===== config.mk =====
export PLATFORM = sky130hd
export DESIGN_NAME = alu_arbiter_flat
export DESIGN_NICKNAME = d
export VERILOG_FILES = /design/src/rtl/alu_arbiter_if.sv /design/src/rtl/alu_arbiter.sv /design/src/flat_wrapper.sv
export SDC_FILE = /design/constraint.sdc
export NUM_CORES = 1
export LEC_CHECK = 0
export CAP_MARGIN = 20
export CORE_AREA = 2 2 123 125
export CTS_BUF_LIST = sky130_fd_sc_hd__clkbuf_16
export CTS_CLUSTER_SIZE = 28
export DETAILED_ROUTE_END_ITERATION = 8
export DIE_AREA = 0 0 125 127
export GPL_ROUTABILITY_DRIVEN = 0
export PLACE_DENSITY = 0.74
export SYNTH_ARGS = -nofsm -noshare
export SYNTH_HDL_FRONTEND = slang
export SYNTH_SLANG_ARGS = --single-unit

===== constraint.sdc =====
create_clock -name clk -period 5.2 [get_ports clk]
set_input_delay 0.78 -clock clk [delete_from_list [all_inputs] [get_ports clk]]
set_output_delay 0.78 -clock clk [all_outputs]
set_load 0.02 [all_outputs]

===== src/rtl/alu_arbiter_if.sv =====
// Request, response and ALU-side signals of the two-requester ALU arbiter.
// The arbiter connects through the slave modport; requesters and the ALU use master.
interface alu_arbiter_if #(
    parameter int WIDTH = 32,
    parameter int OPW   = 4
);
    logic             req0_valid;
    logic             req0_ready;
    logic [WIDTH-1:0] req0_in0;
    logic [WIDTH-1:0] req0_in1;
    logic [OPW-1:0]   req0_op;

    logic             req1_valid;
    logic             req1_ready;
    logic [WIDTH-1:0] req1_in0;
    logic [WIDTH-1:0] req1_in1;
    logic [OPW-1:0]   req1_op;

    logic [WIDTH-1:0] alu_in0;
    logic [WIDTH-1:0] alu_in1;
    logic [OPW-1:0]   alu_operation;
    logic [WIDTH-1:0] alu_out;
    logic             alu_zero;

    logic             rsp0_valid;
    logic             rsp0_ready;
    logic [WIDTH-1:0] rsp0_result;
    logic             rsp0_zero;

    logic             rsp1_valid;
    logic             rsp1_ready;
    logic [WIDTH-1:0] rsp1_result;
    logic             rsp1_zero;

    modport slave (
        input  req0_valid, req0_in0, req0_in1, req0_op,
        output req0_ready,
        input  req1_valid, req1_in0, req1_in1, req1_op,
        output req1_ready,
        output alu_in0, alu_in1, alu_operation,
        input  alu_out, alu_zero,
        output rsp0_valid, rsp0_result, rsp0_zero,
        input  rsp0_ready,
        output rsp1_valid, rsp1_result, rsp1_zero,
        input  rsp1_ready
    );

    modport master (
        output req0_valid, req0_in0, req0_in1, req0_op,
        input  req0_ready,
        output req1_valid, req1_in0, req1_in1, req1_op,
        input  req1_ready,
        input  alu_in0, alu_in1, alu_operation,
        output alu_out, alu_zero,
        input  rsp0_valid, rsp0_result, rsp0_zero,
        output rsp0_ready,
        input  rsp1_valid, rsp1_result, rsp1_zero,
        output rsp1_ready
    );
endinterface


===== src/rtl/alu_arbiter.sv =====
// Round-robin sharing of one ALU between two valid/ready requesters, with a
// one-entry registered response buffer per requester (1-cycle accept-to-response).
//
// state  | meaning
// PRIO_0 | requester 0 wins when both requesters are candidates
// PRIO_1 | requester 1 wins when both requesters are candidates
module alu_arbiter #(
    parameter int             WIDTH   = 32,
    parameter int             OPW     = 4,
    parameter logic [OPW-1:0] IDLE_OP = 4'b1111
) (
    input  logic          clk,
    input  logic          rst_n,
    alu_arbiter_if.slave  bus
);
    typedef enum logic {PRIO_0 = 1'b0, PRIO_1 = 1'b1} prio_e;

    prio_e            prio_q, prio_d;
    logic             rsp0_valid_q, rsp0_valid_d;
    logic [WIDTH-1:0] rsp0_result_q, rsp0_result_d;
    logic             rsp0_zero_q, rsp0_zero_d;
    logic             rsp1_valid_q, rsp1_valid_d;
    logic [WIDTH-1:0] rsp1_result_q, rsp1_result_d;
    logic             rsp1_zero_q, rsp1_zero_d;

    logic elig0, elig1, cand0, cand1, grant0, grant1;

    always_ff @(posedge clk or negedge rst_n) begin
        if (!rst_n) begin
            prio_q        <= PRIO_0;
            rsp0_valid_q  <= 1'b0;
            rsp0_result_q <= '0;
            rsp0_zero_q   <= 1'b0;
            rsp1_valid_q  <= 1'b0;
            rsp1_result_q <= '0;
            rsp1_zero_q   <= 1'b0;
        end else begin
            prio_q        <= prio_d;
            rsp0_valid_q  <= rsp0_valid_d;
            rsp0_result_q <= rsp0_result_d;
            rsp0_zero_q   <= rsp0_zero_d;
            rsp1_valid_q  <= rsp1_valid_d;
            rsp1_result_q <= rsp1_result_d;
            rsp1_zero_q   <= rsp1_zero_d;
        end
    end

    always_comb begin
        // A full buffer being drained this cycle can take a new result.
        elig0  = !rsp0_valid_q || bus.rsp0_ready;
        elig1  = !rsp1_valid_q || bus.rsp1_ready;
        // Gating with rst_n keeps ready low while reset is held.
        cand0  = bus.req0_valid && elig0 && rst_n;
        cand1  = bus.req1_valid && elig1 && rst_n;
        grant0 = cand0 && (!cand1 || (prio_q == PRIO_0));
        grant1 = cand1 && (!cand0 || (prio_q == PRIO_1));

        prio_d = prio_q;
        if (grant0) begin
            prio_d = PRIO_1;
        end else if (grant1) begin
            prio_d = PRIO_0;
        end

        bus.alu_in0       = '0;
        bus.alu_in1       = '0;
        bus.alu_operation = IDLE_OP;
        if (grant0) begin
            bus.alu_in0       = bus.req0_in0;
            bus.alu_in1       = bus.req0_in1;
            bus.alu_operation = bus.req0_op;
        end else if (grant1) begin
            bus.alu_in0       = bus.req1_in0;
            bus.alu_in1       = bus.req1_in1;
            bus.alu_operation = bus.req1_op;
        end

        rsp0_valid_d  = rsp0_valid_q;
        rsp0_result_d = rsp0_result_q;
        rsp0_zero_d   = rsp0_zero_q;
        if (grant0) begin
            rsp0_valid_d  = 1'b1;
            rsp0_result_d = bus.alu_out;
            rsp0_zero_d   = bus.alu_zero;
        end else if (bus.rsp0_ready) begin
            rsp0_valid_d  = 1'b0;
        end

        rsp1_valid_d  = rsp1_valid_q;
        rsp1_result_d = rsp1_result_q;
        rsp1_zero_d   = rsp1_zero_q;
        if (grant1) begin
            rsp1_valid_d  = 1'b1;
            rsp1_result_d = bus.alu_out;
            rsp1_zero_d   = bus.alu_zero;
        end else if (bus.rsp1_ready) begin
            rsp1_valid_d  = 1'b0;
        end
    end

    assign bus.req0_ready  = grant0;
    assign bus.req1_ready  = grant1;
    assign bus.rsp0_valid  = rsp0_valid_q;
    assign bus.rsp0_result = rsp0_result_q;
    assign bus.rsp0_zero   = rsp0_zero_q;
    assign bus.rsp1_valid  = rsp1_valid_q;
    assign bus.rsp1_result = rsp1_result_q;
    assign bus.rsp1_zero   = rsp1_zero_q;
endmodule


===== src/flat_wrapper.sv =====
// flat-port wrapper written by rule: the top's interface ports become plain ports
module alu_arbiter_flat 
#(
    parameter int             WIDTH   = 32,
    parameter int             OPW     = 4,
    parameter logic [OPW-1:0] IDLE_OP = 4'b1111
)
  (clk, rst_n, bus_req0_valid, bus_req0_in0, bus_req0_in1, bus_req0_op, bus_req0_ready, bus_req1_valid, bus_req1_in0, bus_req1_in1, bus_req1_op, bus_req1_ready, bus_alu_in0, bus_alu_in1, bus_alu_operation, bus_alu_out, bus_alu_zero, bus_rsp0_valid, bus_rsp0_result, bus_rsp0_zero, bus_rsp0_ready, bus_rsp1_valid, bus_rsp1_result, bus_rsp1_zero, bus_rsp1_ready);
  alu_arbiter_if #(.WIDTH(WIDTH), .OPW(OPW)) bus_i ();
  input  logic clk;
  input  logic rst_n;
  input wire logic [$bits(bus_i.req0_valid)-1:0] bus_req0_valid;
  input wire logic [$bits(bus_i.req0_in0)-1:0] bus_req0_in0;
  input wire logic [$bits(bus_i.req0_in1)-1:0] bus_req0_in1;
  input wire logic [$bits(bus_i.req0_op)-1:0] bus_req0_op;
  output wire logic [$bits(bus_i.req0_ready)-1:0] bus_req0_ready;
  input wire logic [$bits(bus_i.req1_valid)-1:0] bus_req1_valid;
  input wire logic [$bits(bus_i.req1_in0)-1:0] bus_req1_in0;
  input wire logic [$bits(bus_i.req1_in1)-1:0] bus_req1_in1;
  input wire logic [$bits(bus_i.req1_op)-1:0] bus_req1_op;
  output wire logic [$bits(bus_i.req1_ready)-1:0] bus_req1_ready;
  output wire logic [$bits(bus_i.alu_in0)-1:0] bus_alu_in0;
  output wire logic [$bits(bus_i.alu_in1)-1:0] bus_alu_in1;
  output wire logic [$bits(bus_i.alu_operation)-1:0] bus_alu_operation;
  input wire logic [$bits(bus_i.alu_out)-1:0] bus_alu_out;
  input wire logic [$bits(bus_i.alu_zero)-1:0] bus_alu_zero;
  output wire logic [$bits(bus_i.rsp0_valid)-1:0] bus_rsp0_valid;
  output wire logic [$bits(bus_i.rsp0_result)-1:0] bus_rsp0_result;
  output wire logic [$bits(bus_i.rsp0_zero)-1:0] bus_rsp0_zero;
  input wire logic [$bits(bus_i.rsp0_ready)-1:0] bus_rsp0_ready;
  output wire logic [$bits(bus_i.rsp1_valid)-1:0] bus_rsp1_valid;
  output wire logic [$bits(bus_i.rsp1_result)-1:0] bus_rsp1_result;
  output wire logic [$bits(bus_i.rsp1_zero)-1:0] bus_rsp1_zero;
  input wire logic [$bits(bus_i.rsp1_ready)-1:0] bus_rsp1_ready;
  assign bus_i.req0_valid = bus_req0_valid;
  assign bus_i.req0_in0 = bus_req0_in0;
  assign bus_i.req0_in1 = bus_req0_in1;
  assign bus_i.req0_op = bus_req0_op;
  assign bus_req0_ready = bus_i.req0_ready;
  assign bus_i.req1_valid = bus_req1_valid;
  assign bus_i.req1_in0 = bus_req1_in0;
  assign bus_i.req1_in1 = bus_req1_in1;
  assign bus_i.req1_op = bus_req1_op;
  assign bus_req1_ready = bus_i.req1_ready;
  assign bus_alu_in0 = bus_i.alu_in0;
  assign bus_alu_in1 = bus_i.alu_in1;
  assign bus_alu_operation = bus_i.alu_operation;
  assign bus_i.alu_out = bus_alu_out;
  assign bus_i.alu_zero = bus_alu_zero;
  assign bus_rsp0_valid = bus_i.rsp0_valid;
  assign bus_rsp0_result = bus_i.rsp0_result;
  assign bus_rsp0_zero = bus_i.rsp0_zero;
  assign bus_i.rsp0_ready = bus_rsp0_ready;
  assign bus_rsp1_valid = bus_i.rsp1_valid;
  assign bus_rsp1_result = bus_i.rsp1_result;
  assign bus_rsp1_zero = bus_i.rsp1_zero;
  assign bus_i.rsp1_ready = bus_rsp1_ready;
  alu_arbiter #(.WIDTH(WIDTH), .OPW(OPW), .IDLE_OP(IDLE_OP)) u_core (.clk(clk), .rst_n(rst_n), .bus(bus_i));
endmodule

After elaboration in Yosys (flattened, before gate mapping)
Index checks and enable logic that the tools add are counted.
- input port bits: 175
- word-level logic and storage cells: 37
- output and inout bits: 138
- bits in registers: 69
- bitwise logic cells: 1
- reductions and logical operators: 17
- mux-type cells: 12
- operators by type and width (operator ; number):
    32-bit two-way mux ; 4
    4-bit two-way mux ; 2
    1-bit logical AND ; 6
    1-bit two-way mux ; 6
    2-bit nonzero test ; 3
    1-bit zero test ; 4
    1-bit logical OR ; 4
    1-bit inverter ; 1

Depth between registers and ports, before layout
- depth in word-level cells: 9
- gate-level depth with buffers: 5
- depth with buffers taken out: 3

Worst setup path before layout
OpenSTA, ideal clock, no wires.
- path kind: input-to-output
- start: input bus_rsp0_ready
- end: output bus_alu_in1[11]
- data arrival time: 2.054 ns
- required time: 4.420 ns
- cell stages on the path: 5
- path buffers: 2
- path slack: 2.366 ns
- path through: and2b_1 a211o_1 buf_2 clkbuf_1 o22ai_1
- longest elaborated chain between the ends: 8
- elaborated cells on any way between the ends: 9
- classes of those cells: 2 x mux; 7 x reduce/logical
- RTL lines (element ; line ; text):
    from (decl) ; flat_wrapper.sv:30 ; input wire logic [$bits(bus_i.rsp0_ready)-1:0] bus_rsp0_ready;
    1-bit logical OR * ; alu_arbiter.sv:50 ; elig0 = !rsp0_valid_q || bus.rsp0_ready;
    1-bit logical AND * (2 in series) ; alu_arbiter.sv:53 ; cand0 = bus.req0_valid && elig0 && rst_n;
    1-bit zero test ; alu_arbiter.sv:56 ; grant1 = cand1 && (!cand0 || (prio_q == PRIO_1));
    1-bit logical OR ; alu_arbiter.sv:56 ;
    1-bit logical AND ; alu_arbiter.sv:56 ;
    32-bit two-way mux ; alu_arbiter.sv:72 ; end else if (grant1) begin
    32-bit two-way mux * ; alu_arbiter.sv:68 ; if (grant0) begin
    to (decl) ; flat_wrapper.sv:23 ; output wire logic [$bits(bus_i.alu_in1)-1:0] bus_alu_in1;
Every way passes the cells marked *; elsewhere a longest branch is shown, timed or not.

Worst setup path after layout
- start: input bus_req1_valid
- end: output bus_alu_in0[11]
- longest elaborated chain between the ends: 6
- elaborated cells on any way between the ends: 8
- classes of those cells: 2 x mux; 6 x reduce/logical
- RTL lines (element ; line ; text):
    from (decl) ; flat_wrapper.sv:17 ; input wire logic [$bits(bus_i.req1_valid)-1:0] bus_req1_valid;
    1-bit logical AND * (2 in series) ; alu_arbiter.sv:54 ; cand1 = bus.req1_valid && elig1 && rst_n;
    1-bit zero test ; alu_arbiter.sv:55 ; grant0 = cand0 && (!cand1 || (prio_q == PRIO_0));
    1-bit logical OR ; alu_arbiter.sv:55 ;
    1-bit logical AND ; alu_arbiter.sv:55 ;
    32-bit two-way mux * ; alu_arbiter.sv:68 ;
    to (decl) ; flat_wrapper.sv:22 ; output wire logic [$bits(bus_i.alu_in0)-1:0] bus_alu_in0;
Marked as above.

==> reports/metrics.csv <==
metric,value,unit
setup_viol,0,
antenna_found_initial,0,
syn_area_per_cell,9.62,sq um
cts_buffer_depth,2,
total_power,2.46,mW
required,4420,ps
synth_top_area_cell,dfrtp_1,
internal_power,1.61,mW
num_io_pins,313,
min_period,4150,ps
wl_per_cell,17.1,um
hold_viol,0,
start_util,25.9,%
hpwl,11600,um
worst_pin_slew,980,ps
swShare,34.4,%
io_buffer_count,312,
slew_headroom,34.6,%
fin_skew,4.70,ps
layoutNonFillerInstCount,872,
grt_pass1_wl,22800,um
ir_drop,0.294,mV
finalNetCount,858,
synth_flop_cell,dfrtp_1,
synth_warnings,0,
gr-total-overflow,0,
cts_sinks,69,
grt_use_met1,19.1,%
use_met2,33.0,%
cts_resized,0,
p_leak,2.85,nW
drt-pass1-iter-count,4,
cts_htree_levels,3,
vias_per_cell,4.70,
dpl.cell_count,856,
dr_total_vias,4102,
yosysSeqAreaShare,46.3,%
dieArea,15900,sq um
pwr-share-seq,31.3,%
use_met3,6.57,%
path_class,input port to primary output,
min_period_over_period,79.8,%
antenna_left,0,
area_delta_synth_final,94.2,%
insertion_delay,330,ps
crit_arrival,3370,ps
synth-seq-cells,69,
rows,44,
timing.fmax,241,MHz
cts_tree,yes,
drive_gt1_share,12.6,%
synth_most_common_cell,nand2_1,
syn-instance-count,388,
status,"finished, final reports clean",
synth_top_area_share,46.3,%
numCtsBuffers,9,
cap_violations,0,
globalRouteTotalUtil,18.0,%
critPathLaunchType,input port,
drt_iter0_markers,203,
drc,0,
coreArea,14400,sq um
tns,0,ps
cp_cell_sequence,clkdlybuf4s50_1 > and2_1 > a211o_2 > buf_4 > o22ai_1 > clkdlybuf4s50_1,
power.switching,0.845,mW
cp-end-kind,primary output,
critPathSlowestCell,a211o_2,
timing.hold.ws,484,ps
synth_nets,563,
grt_pass1_vias,4243,
drv_slew,0,
wl,14900,um
cp_max_fo,52,
synth_common_cells,"nand2_1 (130), dfrtp_1 (69), o22ai_1 (64)",
synth_edf_count,0,
power_frac_clock,22.1,%
diodes,0,
combPwrFrac,46.6,%
clk_pin_slew,60,ps
synthesis.area,3730,sq um
p_per_area,339,nW/um^2
root_buffer,clkbuf_16,
yosys-top-cells-area,"dfrtp_1 (46%), mux2_2 (18%), nand2_1 (13%), o22ai_1 (11%), clkbuf_1 (2.4%)",
critPathMaxStageDelay,750,ps
grt_most_used_layer,met2,
grt_max_degree,145,
rsz0062_at_grt,no,
ctsHoldBuffers,0,
die_x,125,um
synthArstFlopShare,100,%
timing.critical_path.mode_cell,clkdlybuf4s50_1,
die_h,127,um
yosysUniqueCellTypes,21,
cts_setup_buffers,0,
hp-class,flip-flop to flip-flop,
[layout by cell type (no fill, tap or decap)]
master,n
clkdlybuf4s50_1,311
nand2_1,130
dfrtp_1,69
o22ai_1,64
mux2_2,59
clkbuf_16,9
mux2_1,7
buf_4,7
nand2b_1,6
o32a_1,4
inv_1,3
nor2b_1,2
a211oi_4,2
or2_2,2
clkinv_2,2
and2_1,1
and2b_1,1
a211o_2,1
o311ai_4,1
o21ai_0,1
o31ai_1,1
clkinv_1,1
clkinvlp_4,1
clkinv_4,1
inv_6,1
buf_6,1
[layout make-up]
type | instances | area, sq um
Clock buffer | 9 | 225
Clock inverter | 7 | 42.5
Fill cell | 1295 | 7180
Inverter | 2 | 7.51
Multi-Input combinational cell | 282 | 1840
Sequential cell | 69 | 1730
Tap cell | 184 | 230
Timing Repair Buffer | 319 | 3180
[kinds of logic (layout without fill, tap and decap cells)]
family	Yosys count	in the layout	synth area share, %
AND/OR/NAND/NOR	142	142	15.1
flip-flops	69	69	46.3
buffers and inverters	37	337	4.80
AO/OA/AOI/OAI	74	74	13.9
multiplexers	66	66	19.9
[per-layer routing]
metal | up-vias | wire (um)
li1 | 1953 | -
met1 | 1924 | 5240
met2 | 204 | 7910
met3 | 21 | 1470
met4 | 0 | 330
met5 | - | 0
[flip-flops by register name (all words and copies together), names as in the netlist]
name,cells
u_core.bus.rsp0_valid,1
u_core.bus.rsp1_valid,1
u_core.bus.rsp1_result,32
u_core.bus.rsp1_zero,1
u_core.bus.rsp0_zero,1
u_core.bus.rsp0_result,32
u_core.prio_q,1
[final timing paths]
kind | from | end | slack (ps) | cells past startpoint
worst max-delay path | bus_req1_valid | bus_alu_in0[11] | 1050 | 6
worst min-delay path | u_core.bus.rsp0_result[4] | u_core.bus.rsp0_result[4] | 480 | 1
worst max register to register | u_core.prio_q | u_core.bus.rsp0_zero | 3300 | 4
worst min register to register | u_core.bus.rsp0_result[4] | u_core.bus.rsp0_result[4] | 480 | 1
max in group asynchronous | rst_n | u_core.bus.rsp1_result[30] | 3750 | 2
min in group asynchronous | rst_n | u_core.bus.rsp1_valid | 560 | 1
[power groups by stage]
stage / clock, mW / sequential, mW / combinational, mW
after floorplan: 0 / 0.954 / 0.345
after global placement: 0 / 0.766 / 1.13
after detailed placement: 0 / 0.779 / 1.15
after CTS: 0.558 / 0.773 / 1.16
after global routing: 0.581 / 0.791 / 1.21
final: 0.543 / 0.770 / 1.14
[critical path, delay by kind of cell]
kind	cells	cell delay [ps]
AOI/OAI and AO/OA	2	850
buffers and inverters	3	1480
and+or+nand+nor	1	230
[through the flow]
| stage | utilization, % | cell area, sq um | worst slack [ps] |
|---|---|---|---|
| after global placement | 48.4 | 6980 | 1130 |
| after floorplan | - | 3730 | 2370 |
| final | 50.2 | 7250 | 1050 |
| after detailed placement | 48.4 | 6980 | 1050 |
| after global routing | 50.2 | 7250 | 904 |
| after CTS | 50.2 | 7250 | 1050 |
No activity file was read; power rests on OpenSTA's default activity.
